--- src/rtl/vga_pkg.sv ---
// rtl/vga_pkg.sv - shared VGA timing defaults and the pixel bus type used along the filter chain
package vga_pkg;

    localparam int DEF_WIDTH        = 640;
    localparam int DEF_HEIGHT       = 480;
    localparam int DEF_H_SYNC_FRONT = 16;
    localparam int DEF_H_SYNC_CYC   = 96;
    localparam int DEF_H_SYNC_BACK  = 48;
    localparam int DEF_V_SYNC_FRONT = 10;
    localparam int DEF_V_SYNC_CYC   = 2;
    localparam int DEF_V_SYNC_BACK  = 33;

    localparam int CW = 13;

    typedef struct packed {
        logic [7:0] r;
        logic [7:0] g;
        logic [7:0] b;
        logic       hs;
        logic       vs;
        logic       sync_n;
        logic       blank_n;
    } vga_bus_t;

    localparam vga_bus_t VGA_BUS_RESET = '{r: 8'd0, g: 8'd0, b: 8'd0,
                                           hs: 1'b1, vs: 1'b1,
                                           sync_n: 1'b0, blank_n: 1'b0};

endpackage

--- src/rtl/vga_timing_counter.sv ---
// rtl/vga_timing_counter.sv - H/V raster counters with active, sync and pixel-coordinate decodes
module vga_timing_counter
    import vga_pkg::*;
#(
    parameter int WIDTH        = DEF_WIDTH,
    parameter int HEIGHT       = DEF_HEIGHT,
    parameter int H_SYNC_FRONT = DEF_H_SYNC_FRONT,
    parameter int H_SYNC_CYC   = DEF_H_SYNC_CYC,
    parameter int H_SYNC_BACK  = DEF_H_SYNC_BACK,
    parameter int V_SYNC_FRONT = DEF_V_SYNC_FRONT,
    parameter int V_SYNC_CYC   = DEF_V_SYNC_CYC,
    parameter int V_SYNC_BACK  = DEF_V_SYNC_BACK
) (
    input  logic          VGA_CLK,
    input  logic          reset_n,
    output logic          active,
    output logic          hs_n,
    output logic          vs_n,
    output logic          origin,
    output logic [CW-1:0] x,
    output logic [CW-1:0] y
);

    localparam int H_BLANK_I = H_SYNC_FRONT + H_SYNC_CYC + H_SYNC_BACK;
    localparam int V_BLANK_I = V_SYNC_FRONT + V_SYNC_CYC + V_SYNC_BACK;

    localparam logic [CW-1:0] H_BLANK = CW'(H_BLANK_I);
    localparam logic [CW-1:0] V_BLANK = CW'(V_BLANK_I);
    localparam logic [CW-1:0] H_LAST  = CW'(H_BLANK_I + WIDTH - 1);
    localparam logic [CW-1:0] V_LAST  = CW'(V_BLANK_I + HEIGHT - 1);
    localparam logic [CW-1:0] HS_LO   = CW'(H_SYNC_FRONT);
    localparam logic [CW-1:0] HS_HI   = CW'(H_SYNC_FRONT + H_SYNC_CYC);
    localparam logic [CW-1:0] VS_LO   = CW'(V_SYNC_FRONT);
    localparam logic [CW-1:0] VS_HI   = CW'(V_SYNC_FRONT + V_SYNC_CYC);

    logic [CW-1:0] h;
    logic [CW-1:0] v;

    always_ff @(posedge VGA_CLK) begin
        if (!reset_n) begin
            h <= '0;
            v <= '0;
        end else if (h == H_LAST) begin
            h <= '0;
            v <= (v == V_LAST) ? '0 : v + 1'b1;
        end else begin
            h <= h + 1'b1;
        end
    end

    always_comb begin
        active = (h >= H_BLANK) && (v >= V_BLANK);
        hs_n   = !((h > HS_LO) && (h <= HS_HI));
        vs_n   = !((v > VS_LO) && (v <= VS_HI));
        origin = (h == '0) && (v == '0);
        x      = active ? h - H_BLANK : '0;
        y      = active ? v - V_BLANK : '0;
    end

endmodule

--- src/rtl/vga_stream_source.sv ---
// rtl/vga_stream_source.sv - VGA stream transmitter fetching pixels over a 1-cycle request/response port
// Optional test pattern generator enabled by VGA_TESTPAT_EN.
module vga_stream_source
    import vga_pkg::*;
#(
    parameter int WIDTH        = DEF_WIDTH,
    parameter int HEIGHT       = DEF_HEIGHT,
    parameter int H_SYNC_FRONT = DEF_H_SYNC_FRONT,
    parameter int H_SYNC_CYC   = DEF_H_SYNC_CYC,
    parameter int H_SYNC_BACK  = DEF_H_SYNC_BACK,
    parameter int V_SYNC_FRONT = DEF_V_SYNC_FRONT,
    parameter int V_SYNC_CYC   = DEF_V_SYNC_CYC,
    parameter int V_SYNC_BACK  = DEF_V_SYNC_BACK
) (
    input  logic          VGA_CLK,
    input  logic          reset_n,
`ifdef VGA_TESTPAT_EN
    input  logic          testpat_sel,
`endif
    output logic          pix_req,
    output logic [CW-1:0] pix_x,
    output logic [CW-1:0] pix_y,
    input  logic [7:0]    pix_r,
    input  logic [7:0]    pix_g,
    input  logic [7:0]    pix_b,
    input  logic          pix_valid,
    input  logic          clr_underflow,
    output logic [7:0]    oVGA_R,
    output logic [7:0]    oVGA_G,
    output logic [7:0]    oVGA_B,
    output logic          oVGA_HS,
    output logic          oVGA_VS,
    output logic          oVGA_SYNC_N,
    output logic          oVGA_BLANK_N,
    output logic          frame_start,
    output logic          underflow,
    output logic [15:0]   frame_count
);

    logic          active;
    logic          hs_n;
    logic          vs_n;
    logic          origin;
    logic [CW-1:0] x;
    logic [CW-1:0] y;

    vga_timing_counter #(
        .WIDTH        (WIDTH),
        .HEIGHT       (HEIGHT),
        .H_SYNC_FRONT (H_SYNC_FRONT),
        .H_SYNC_CYC   (H_SYNC_CYC),
        .H_SYNC_BACK  (H_SYNC_BACK),
        .V_SYNC_FRONT (V_SYNC_FRONT),
        .V_SYNC_CYC   (V_SYNC_CYC),
        .V_SYNC_BACK  (V_SYNC_BACK)
    ) u_timing (
        .VGA_CLK (VGA_CLK),
        .reset_n (reset_n),
        .active  (active),
        .hs_n    (hs_n),
        .vs_n    (vs_n),
        .origin  (origin),
        .x       (x),
        .y       (y)
    );

    assign pix_req = active;
    assign pix_x   = x;
    assign pix_y   = y;

    // Stage 1 holds the decodes while the upstream source prepares the response.
    logic s1_active;
    logic s1_hs;
    logic s1_vs;
    logic s1_origin;

    vga_bus_t out_q;
    logic     miss;
    logic [23:0] rgb_next;

`ifdef VGA_TESTPAT_EN
    logic [7:0] s1_pat_r;
    logic [7:0] s1_pat_g;
    logic [7:0] s1_pat_b;

    always_ff @(posedge VGA_CLK) begin
        if (!reset_n) begin
            s1_pat_r <= '0;
            s1_pat_g <= '0;
            s1_pat_b <= '0;
        end else begin
            s1_pat_r <= x[7:0];
            s1_pat_g <= y[7:0];
            s1_pat_b <= x[7:0] + y[7:0];
        end
    end
`endif

    always_comb begin
        miss     = s1_active && !pix_valid;
        rgb_next = (s1_active && pix_valid) ? {pix_r, pix_g, pix_b} : 24'd0;
`ifdef VGA_TESTPAT_EN
        if (testpat_sel) begin
            miss     = 1'b0;
            rgb_next = s1_active ? {s1_pat_r, s1_pat_g, s1_pat_b} : 24'd0;
        end
`endif
    end

    always_ff @(posedge VGA_CLK) begin
        if (!reset_n) begin
            s1_active   <= 1'b0;
            s1_hs       <= 1'b1;
            s1_vs       <= 1'b1;
            s1_origin   <= 1'b0;
            out_q       <= VGA_BUS_RESET;
            frame_start <= 1'b0;
            underflow   <= 1'b0;
            frame_count <= '0;
        end else begin
            s1_active   <= active;
            s1_hs       <= hs_n;
            s1_vs       <= vs_n;
            s1_origin   <= origin;
            out_q       <= '{r: rgb_next[23:16], g: rgb_next[15:8], b: rgb_next[7:0],
                             hs: s1_hs, vs: s1_vs, sync_n: 1'b0, blank_n: s1_active};
            frame_start <= s1_origin;
            if (s1_origin) begin
                frame_count <= frame_count + 16'd1;
            end
            // A miss in the same cycle as a clear must stay visible.
            if (miss) begin
                underflow <= 1'b1;
            end else if (clr_underflow) begin
                underflow <= 1'b0;
            end
        end
    end

    assign oVGA_R       = out_q.r;
    assign oVGA_G       = out_q.g;
    assign oVGA_B       = out_q.b;
    assign oVGA_HS      = out_q.hs;
    assign oVGA_VS      = out_q.vs;
    assign oVGA_SYNC_N  = out_q.sync_n;
    assign oVGA_BLANK_N = out_q.blank_n;

endmodule

--- config.mk ---
export PLATFORM = sky130hd
export DESIGN_NAME = vga_stream_source
export DESIGN_NICKNAME = d
export VERILOG_FILES = /design/src/rtl/vga_pkg.sv /design/src/rtl/vga_timing_counter.sv /design/src/rtl/vga_stream_source.sv
export SDC_FILE = /design/constraint.sdc
export NUM_CORES = 1
export LEC_CHECK = 0
export CORE_ASPECT_RATIO = 1.2
export CORE_MARGIN = 2
export CORE_UTILIZATION = 48
export CTS_BUF_LIST = sky130_fd_sc_hd__clkbuf_4 sky130_fd_sc_hd__clkbuf_8
export DETAILED_ROUTE_END_ITERATION = 8
export PLACE_DENSITY = 0.83
export REMOVE_ABC_BUFFERS = 1
export SYNTH_ARGS = -nofsm -noshare
export SYNTH_HDL_FRONTEND = slang
export SYNTH_SLANG_ARGS = --single-unit
--- constraint.sdc ---
create_clock -name VGA_CLK -period 3.2 [get_ports VGA_CLK]
set_input_delay 0.64 -clock VGA_CLK [delete_from_list [all_inputs] [get_ports VGA_CLK]]
set_output_delay 0.64 -clock VGA_CLK [all_outputs]
set_load 0.05 [all_outputs]
==> results of run 1 <==
==> per-stage QoR <==
stage	TNS [ns]	hold WS (ns)	total power [mW]	worst slack [ns]	cell area (um^2)
2_1_floorplan	-0.249	0.386	1.01	-0.128	3380
3_3_place_gp	0	0.390	1.07	0.493	4470
3_5_place_dp	0	0.397	1.07	0.456	4470
4_1_cts	0	0.416	1.72	0.0453	4640
5_1_grt	0	0.448	1.76	0.0273	4650
6_report	0	0.415	1.70	0.127	4650
==> worst paths after layout <==
| check | slack, ns | to |
|---|---|---|
| hold / removal | 0.41 | oVGA_HS$_SDFF_PN1_ |
| setup / recovery | 0.13 | pix_y[8] |
| hold reg to reg | 0.41 | oVGA_HS$_SDFF_PN1_ |
| setup reg to reg | 0.98 | u_timing.v[3]$_SDFFE_PN0P_ |
==> synthesized netlist by cell type (7+ instances only) <==
cell / instances
a21oi_1: 15
and2_1: 29
ha_1: 10
nand2_1: 18
nand2b_1: 7
nand3_1: 21
o21ai_0: 13
and3_1: 9
or3_1: 9
o31ai_1: 9
nand4_1: 15
dfxtp_1: 75
clkbuf_1: 20
inv_1: 12
xnor2_1: 14
xor2_1: 15
nor2_1: 51
==> what timing repair did <==
action | CTS | global route
endpoints found under the setup margin | 0 | 20
hold buffers | 0 | 0
resized for setup | 0 | 5
==> kinds of logic after synthesis <==
family,after synthesis
compound gates,57
xor+xnor,29
fa+ha+maj,10
buf+inv,42
flops,75
mux,3
other cells,1
simple gates,192
==> routing by layer <==
metal	track usage, %	vias up	part of all wire (%)
li1	-	1583	-
met1	24.1	1472	44
met2	34.6	119	47
met3	6.01	14	7.1
met4	7.18	0	1.7
met5	0	-	0
==> final cells by class <==
type                    count  area share, %
inverters                  12          0.968
repair buffers            106           21.0
well taps                  90           2.42
clock inverters             7           1.10
flip-flops and latches     75           32.4
multi-input cells         292           39.5
clock buffers               9           2.66
==> placed cells by master, fill, tap and decap left out, types with 7 or more instances in the layout <==
cell type,instances
o31ai_1,9
and2_1,29
nand2b_1,7
nor2_1,51
or3_1,9
a21oi_1,15
dfxtp_1,71
ha_1,10
and3_1,9
clkdlybuf4s50_1,72
xnor2_1,14
xor2_1,15
nand2_1,18
buf_4,34
inv_1,12
nand3_1,21
clkbuf_8,9
o21ai_0,13
nand4_1,15
==> registers in the layout (all words and copies together) (netlist names) <==
signal,count
s1_hs,1
oVGA_BLANK_N,1
oVGA_VS,1
oVGA_HS,1
oVGA_B,8
oVGA_G,8
s1_vs,1
oVGA_R,8
u_timing.v,13
s1_origin,1
underflow,1
u_timing.h,13
frame_count,16
s1_active,1
frame_start,1
==> worst reg2reg max path: stages (launching register included) <==
cell	delay (ns)
dfxtp_2	0.47
inv_1	0.13
ha_1	0.22
nor4b_1	0.15
a41oi_1	0.30
nand4_1	0.39
o311ai_0	0.44
==> where the power goes <==
part | internal [mW] | switching (mW)
clock network | 0.285 | 0.370
logic | 0.0491 | 0.0445
registers | 0.940 | 0.0105
total | 1.27 | 0.425
==> impl_metrics.py, run 1 <==
metrics = {
    "min_path": {
        "min_from": "s1_hs$_SDFF_PN1_",
        "hold_path.class": "reg2reg",
        "holdPathStages": 1,
    },
    "clocking": {
        "postCtsSetupRepairBufs": 0,
        "clk_path_buf_depth": 2,
        "cts_tree": "yes",
        "clock-root-buffer": "clkbuf_8",
        "clock-sinks": 75,
        "numCtsBuffers": 9,
        "clkTransAtPathRegs_ns": 0.08,
        "clk_latency_ns": 0.36,
        "h-tree-depth": 3,
    },
    "setup_path": {
        "path_buf_inv": 2,
        "cp.arrival_ns": 2.43,
        "cpMaxStageDelayCell": "or4_1",
        "r2r_start": "u_timing.v[0]$_SDFFE_PN0P_",
        "cp-start-kind": "register",
        "worst-path-stages": 7,
        "cp_max_fo": 13,
        "crit_path_max_incr_delay_ns": 0.43,
        "crit_family": "simple AND/OR/NAND/NOR gates",
        "endpoint_kind": "output port",
        "r2r_cells": 6,
        "required_ns": 2.56,
        "cp_cell_sequence": "inv_1, ha_1, and3b_1, o21a_1, or4_1, a21oi_1, buf_4",
        "cp-startpoint": "u_timing.v[0]$_SDFFE_PN0P_",
        "critical_path_class": "reg2out",
    },
    "layout": {
        "instances_no_fill": 591,
        "area.growth.synth_to_final_pct": 32.4,
        "multi_input_area_um2": 1840,
        "post-route-util_pct": 64.7,
        "seq_area_um2": 1510,
        "fin_nets": 534,
        "n_antenna_cell": 0,
        "n_fill_cell": 588,
        "drive_gt1_share_pct": 12.6,
    },
    "floorplan": {
        "core_um2": 7190,
        "rows": 34,
        "die_area_um2": 8030,
        "die_w_um": 82.1,
        "die_h_um": 97.7,
        "start_util_pct": 48.9,
        "ios": 101,
    },
    "logic_synthesis": {
        "ys_ff_latch": 75,
        "yosysWarnings": 0,
        "yosys-mux-area-fraction_pct": 0.854,
        "synth_cell_types": 49,
        "synthAdderAreaFrac_pct": 3.56,
        "synth-edff-count": 0,
        "syn_inst": 409,
        "ys_dominant_reg_cell": "dfxtp_1",
        "synth_compound_area_share_pct": 10.7,
        "synth_xor_xnor_area_share_pct": 7.23,
        "synthTopCellsByArea": "dfxtp_1, nor2_1, and2_1",
        "synth_top_area_share_pct": 42.7,
        "async_reset_ff_share_pct": 0,
        "synth_top_cell_by_area": "dfxtp_1",
        "synth-simple-area-share_pct": 29.7,
        "synth_top_family_by_area": "simple AND/OR/NAND/NOR gates",
        "netlist_area_um2": 3510,
        "syn-mean-instance-area_um2": 8.59,
        "seq_area_frac_synth_pct": 42.7,
    },
    "route": {
        "wire_per_inst_um": 14.4,
        "wirelength_um": 8480,
        "vias": 3188,
        "antenna_left": 0,
        "first_pass_iters": 4,
        "vias_per_cell": 5.39,
        "drt-initial-drc-count": 128,
        "drc": 0,
    },
    "sta": {
        "finalMaxSlewViolations": 0,
        "final.setup_skew_ns": 0.0105,
        "final-setup-viol-count": 0,
        "min_period_ns": 3.07,
        "slew_headroom_pct": 59.5,
        "hold_violations": 0,
        "fin_crit_sh_pct": 96.0,
        "rsz0062_at_grt": "no",
        "worstMarginPinSlew_ns": 0.608,
        "max_freq_mhz": 325,
    },
    "grt": {
        "gr-usage-all-layers_pct": 20.4,
        "grt_pass1_vias": 2933,
        "grt_pass1_wl_um": 13100,
        "antenna_found_initial": 0,
        "grt_overflow_total": 0,
        "grt_max_degree": 25,
    },
    "place": {
        "hpwl_um": 6150,
        "dp_cells": 575,
        "numPortBuffers": 99,
        "place_congestion": 0.887,
    },
    "power_and_ir_drop": {
        "power_density_nw_per_um2": 365,
        "power.leakage_nw": 1.90,
        "irDropWorstVdd_mv": 0.235,
    },
    "job": {
        "drv_cap": 0,
    },
    "outcome": {
        "outcome": "finished, final reports clean",
    },
}
No activity file was read; power rests on OpenSTA's default activity.
==> inputs of run 2 (changes only) <==
--- a/config.mk
+++ b/config.mk
@@ -5,12 +5,13 @@
 export SDC_FILE = /design/constraint.sdc
 export NUM_CORES = 1
 export LEC_CHECK = 0
+export ABC_AREA = 1
 export CORE_ASPECT_RATIO = 1.2
 export CORE_MARGIN = 2
 export CORE_UTILIZATION = 48
 export CTS_BUF_LIST = sky130_fd_sc_hd__clkbuf_4 sky130_fd_sc_hd__clkbuf_8
 export DETAILED_ROUTE_END_ITERATION = 8
-export PLACE_DENSITY = 0.83
+export PLACE_DENSITY = 0.8
 export REMOVE_ABC_BUFFERS = 1
 export SYNTH_ARGS = -nofsm -noshare
 export SYNTH_HDL_FRONTEND = slang
==> run 2 against run 1 <==
  * Non-clock buffer count decreased by 3
  * Register-to-register slack improved by 0.42 ns
  * Global-route usage increased by 2.0 points
  * Critical path type unchanged
  * Utilization increased by 3.8 points
  * Highest routed layer unchanged
==> impl_metrics.py, run 2 <==
metrics = {
    "sta": {
        "max_freq_mhz": 328,
        "hold_violations": 0,
        "final-setup-viol-count": 0,
        "slew_headroom_pct": 49.2,
        "final.setup_skew_ns": 0.0114,
        "hold_slack_ns": 0.431,
        "finalMaxSlewViolations": 0,
        "fin_crit_sh_pct": 95.3,
        "tns_ns": 0,
        "worstMarginPinSlew_ns": 0.760,
        "rsz0062_at_grt": "no",
        "min_period_ns": 3.05,
    },
    "layout": {
        "reg_top3": "frame_count (16), u_timing.h (13), u_timing.v (13)",
        "top_register": "frame_count",
        "drive_gt1_share_pct": 16.5,
        "fin_nets": 713,
        "n_antenna_cell": 0,
        "n_fill_cell": 690,
        "layout_commonest_cell": "nand2_1",
        "instances_no_fill": 794,
        "final_cell_mix": "nand2_1, nor2_1, inv_1",
        "area.growth.synth_to_final_pct": 37.5,
        "largest_reg_flops": 16,
    },
    "outcome": {
        "outcome": "finished, final reports clean",
    },
    "place": {
        "hpwl_um": 7580,
        "dp_cells": 778,
        "place_congestion": 0.894,
        "numPortBuffers": 99,
    },
    "power_and_ir_drop": {
        "irDropWorstVdd_mv": 0.312,
        "power.leakage_nw": 2.51,
        "power_density_nw_per_um2": 333,
    },
    "route": {
        "drc": 0,
        "wire_per_inst_um": 12.3,
        "drt-initial-drc-count": 161,
        "antenna_left": 0,
        "vias_per_cell": 4.91,
        "wirelength_um": 9760,
        "vias": 3896,
        "first_pass_iters": 4,
    },
    "setup_path": {
        "worst-path-stages": 10,
        "endpoint_kind": "output port",
        "critical_path_class": "reg2out",
        "crit_path_max_incr_delay_ns": 0.49,
        "path_buf_inv": 3,
        "r2r_cells": 8,
        "crit_family": "simple AND/OR/NAND/NOR gates",
        "crit_top_cell": "nand2_4",
        "cpMaxStageDelayCell": "dfxtp_1",
        "cp_max_fo": 20,
        "cp_cell_sequence": "inv_1, ha_1, or2_4, nand2_4, nor3_2, nand2_2, nand2_4, buf_4, nor2_4, buf_12",
        "required_ns": 2.56,
        "cp.arrival_ns": 2.41,
        "cp-start-kind": "register",
    },
    "min_path": {
        "hold_path.class": "reg2reg",
        "holdPathStages": 1,
    },
    "floorplan": {
        "start_util_pct": 49.9,
        "core_um2": 8200,
        "die_w_um": 88.2,
        "rows": 36,
        "die_area_um2": 9270,
        "ios": 101,
        "die_h_um": 105,
    },
    "logic_synthesis": {
        "synth-edff-count": 0,
        "synthTopCellsByArea": "dfxtp_1, nand2_1, nor2_1",
        "ys_ff_latch": 75,
        "synth_top_area_share_pct": 36.7,
        "synthTopCellsByCount": "nand2_1, nor2_1, inv_1, dfxtp_1, nand3_1",
        "synth_cell_types": 41,
        "synth_top_cell_by_area": "dfxtp_1",
        "syn-mean-instance-area_um2": 7.10,
        "ys_dominant_reg_cell": "dfxtp_1",
        "async_reset_ff_share_pct": 0,
        "netlist_area_um2": 4090,
        "yosysMostFrequentCell": "nand2_1",
        "seq_area_frac_synth_pct": 36.7,
        "syn_inst": 576,
        "yosysWarnings": 0,
    },
    "grt": {
        "grt_pass1_wl_um": 16800,
        "gr-usage-all-layers_pct": 22.4,
        "grt_max_degree": 25,
        "grt_pass1_vias": 3782,
        "grt_overflow_total": 0,
        "antenna_found_initial": 0,
    },
    "clocking": {
        "clock-sinks": 75,
        "clkTransAtPathRegs_ns": 0.08,
        "numCtsBuffers": 9,
        "clk_latency_ns": 0.35,
        "cts_tree": "yes",
        "clk_path_buf_depth": 2,
        "clock-root-buffer": "clkbuf_8",
        "h-tree-depth": 3,
    },
    "job": {
        "drv_cap": 0,
    },
}
-- run 2: changes by cell type after synthesis, sizes merged, moves of 7 or more --
cell    before  now
o31ai        9    0
xnor2       14    1
clkbuf      20    4
inv         12   96
and3        10    0
nand3       21   38
nor3         6   13
nand2b       7    0
and2        29    0
nor2        51  116
nand2       18  131
or3          9    0
-- run 2: metal layers --
layer  GRT usage [%]  share of wire, %  vias up
li1                -                 -     1984
met1            25.8                40     1765
met2            37.7                50      129
met3            7.19               7.2       18
met4            9.20               2.2        0
met5               0                 0        -
-- run 2: repair_timing --
action | in CTS | in global routing
hold buffers | 0 | 0
resized for setup | 0 | 1
setup endpoints to repair | 0 | 10
buffers inserted | 0 | 0
hold endpoints to repair | 0 | 0
-- run 2: area by class of cell --
| type | instances | area (um^2) | share of cell area [%] |
|---|---|---|---|
| multi-input combinational | 390 | 2100 | 37.3 |
| sequential | 75 | 1500 | 26.7 |
| timing repair buffer | 103 | 1290 | 23.0 |
| clock buffer | 9 | 124 | 2.20 |
| inverter | 96 | 363 | 6.46 |
| tap | 114 | 143 | 2.54 |
| clock inverter | 7 | 100 | 1.78 |
-- run 2: metrics by stage --
stage	instance area (um^2)	power [mW]	util (%)	setup WS (ns)
global placement	5390	1.07	65.8	0.571
CTS	5620	1.88	68.5	0.0800
detailed placement	5390	1.08	65.8	0.496
floorplan	3960	1.02	-	0.277
global route	5620	1.94	68.5	0.0217
finish	5620	1.87	68.5	0.150
-- run 2: worst paths after layout --
kind | from | to | slack [ns]
worst max-delay path | u_timing.h[6]$_SDFF_PP0_ | pix_x[1] | 0.15
worst max register to register | u_timing.h[6]$_SDFF_PP0_ | s1_active$_SDFF_PN0_ | 1.40
worst min register to register | s1_hs$_SDFF_PN1_ | oVGA_HS$_SDFF_PN1_ | 0.43
worst min-delay path | s1_hs$_SDFF_PN1_ | oVGA_HS$_SDFF_PN1_ | 0.43
-- run 2: logic make-up after synthesis --
logic type	Yosys count	synth area share, %
DFF	75	36.7
and+or+nand+nor	322	39.5
other	1	0.0917
AOI/OAI and AO/OA	45	6.03
buffers and inverters	111	12.0
xor gates and xnor gates	12	2.57
adders and majority gates	10	3.06
-- run 2: report_power, final --
group          total [mW]  switching (mW)  leakage, nW  internal, mW
clock               0.815           0.369        0.108         0.445
sequential          0.950         0.00973        0.606         0.940
combinational       0.104          0.0545         1.79        0.0492
total                1.87           0.434         2.51          1.44
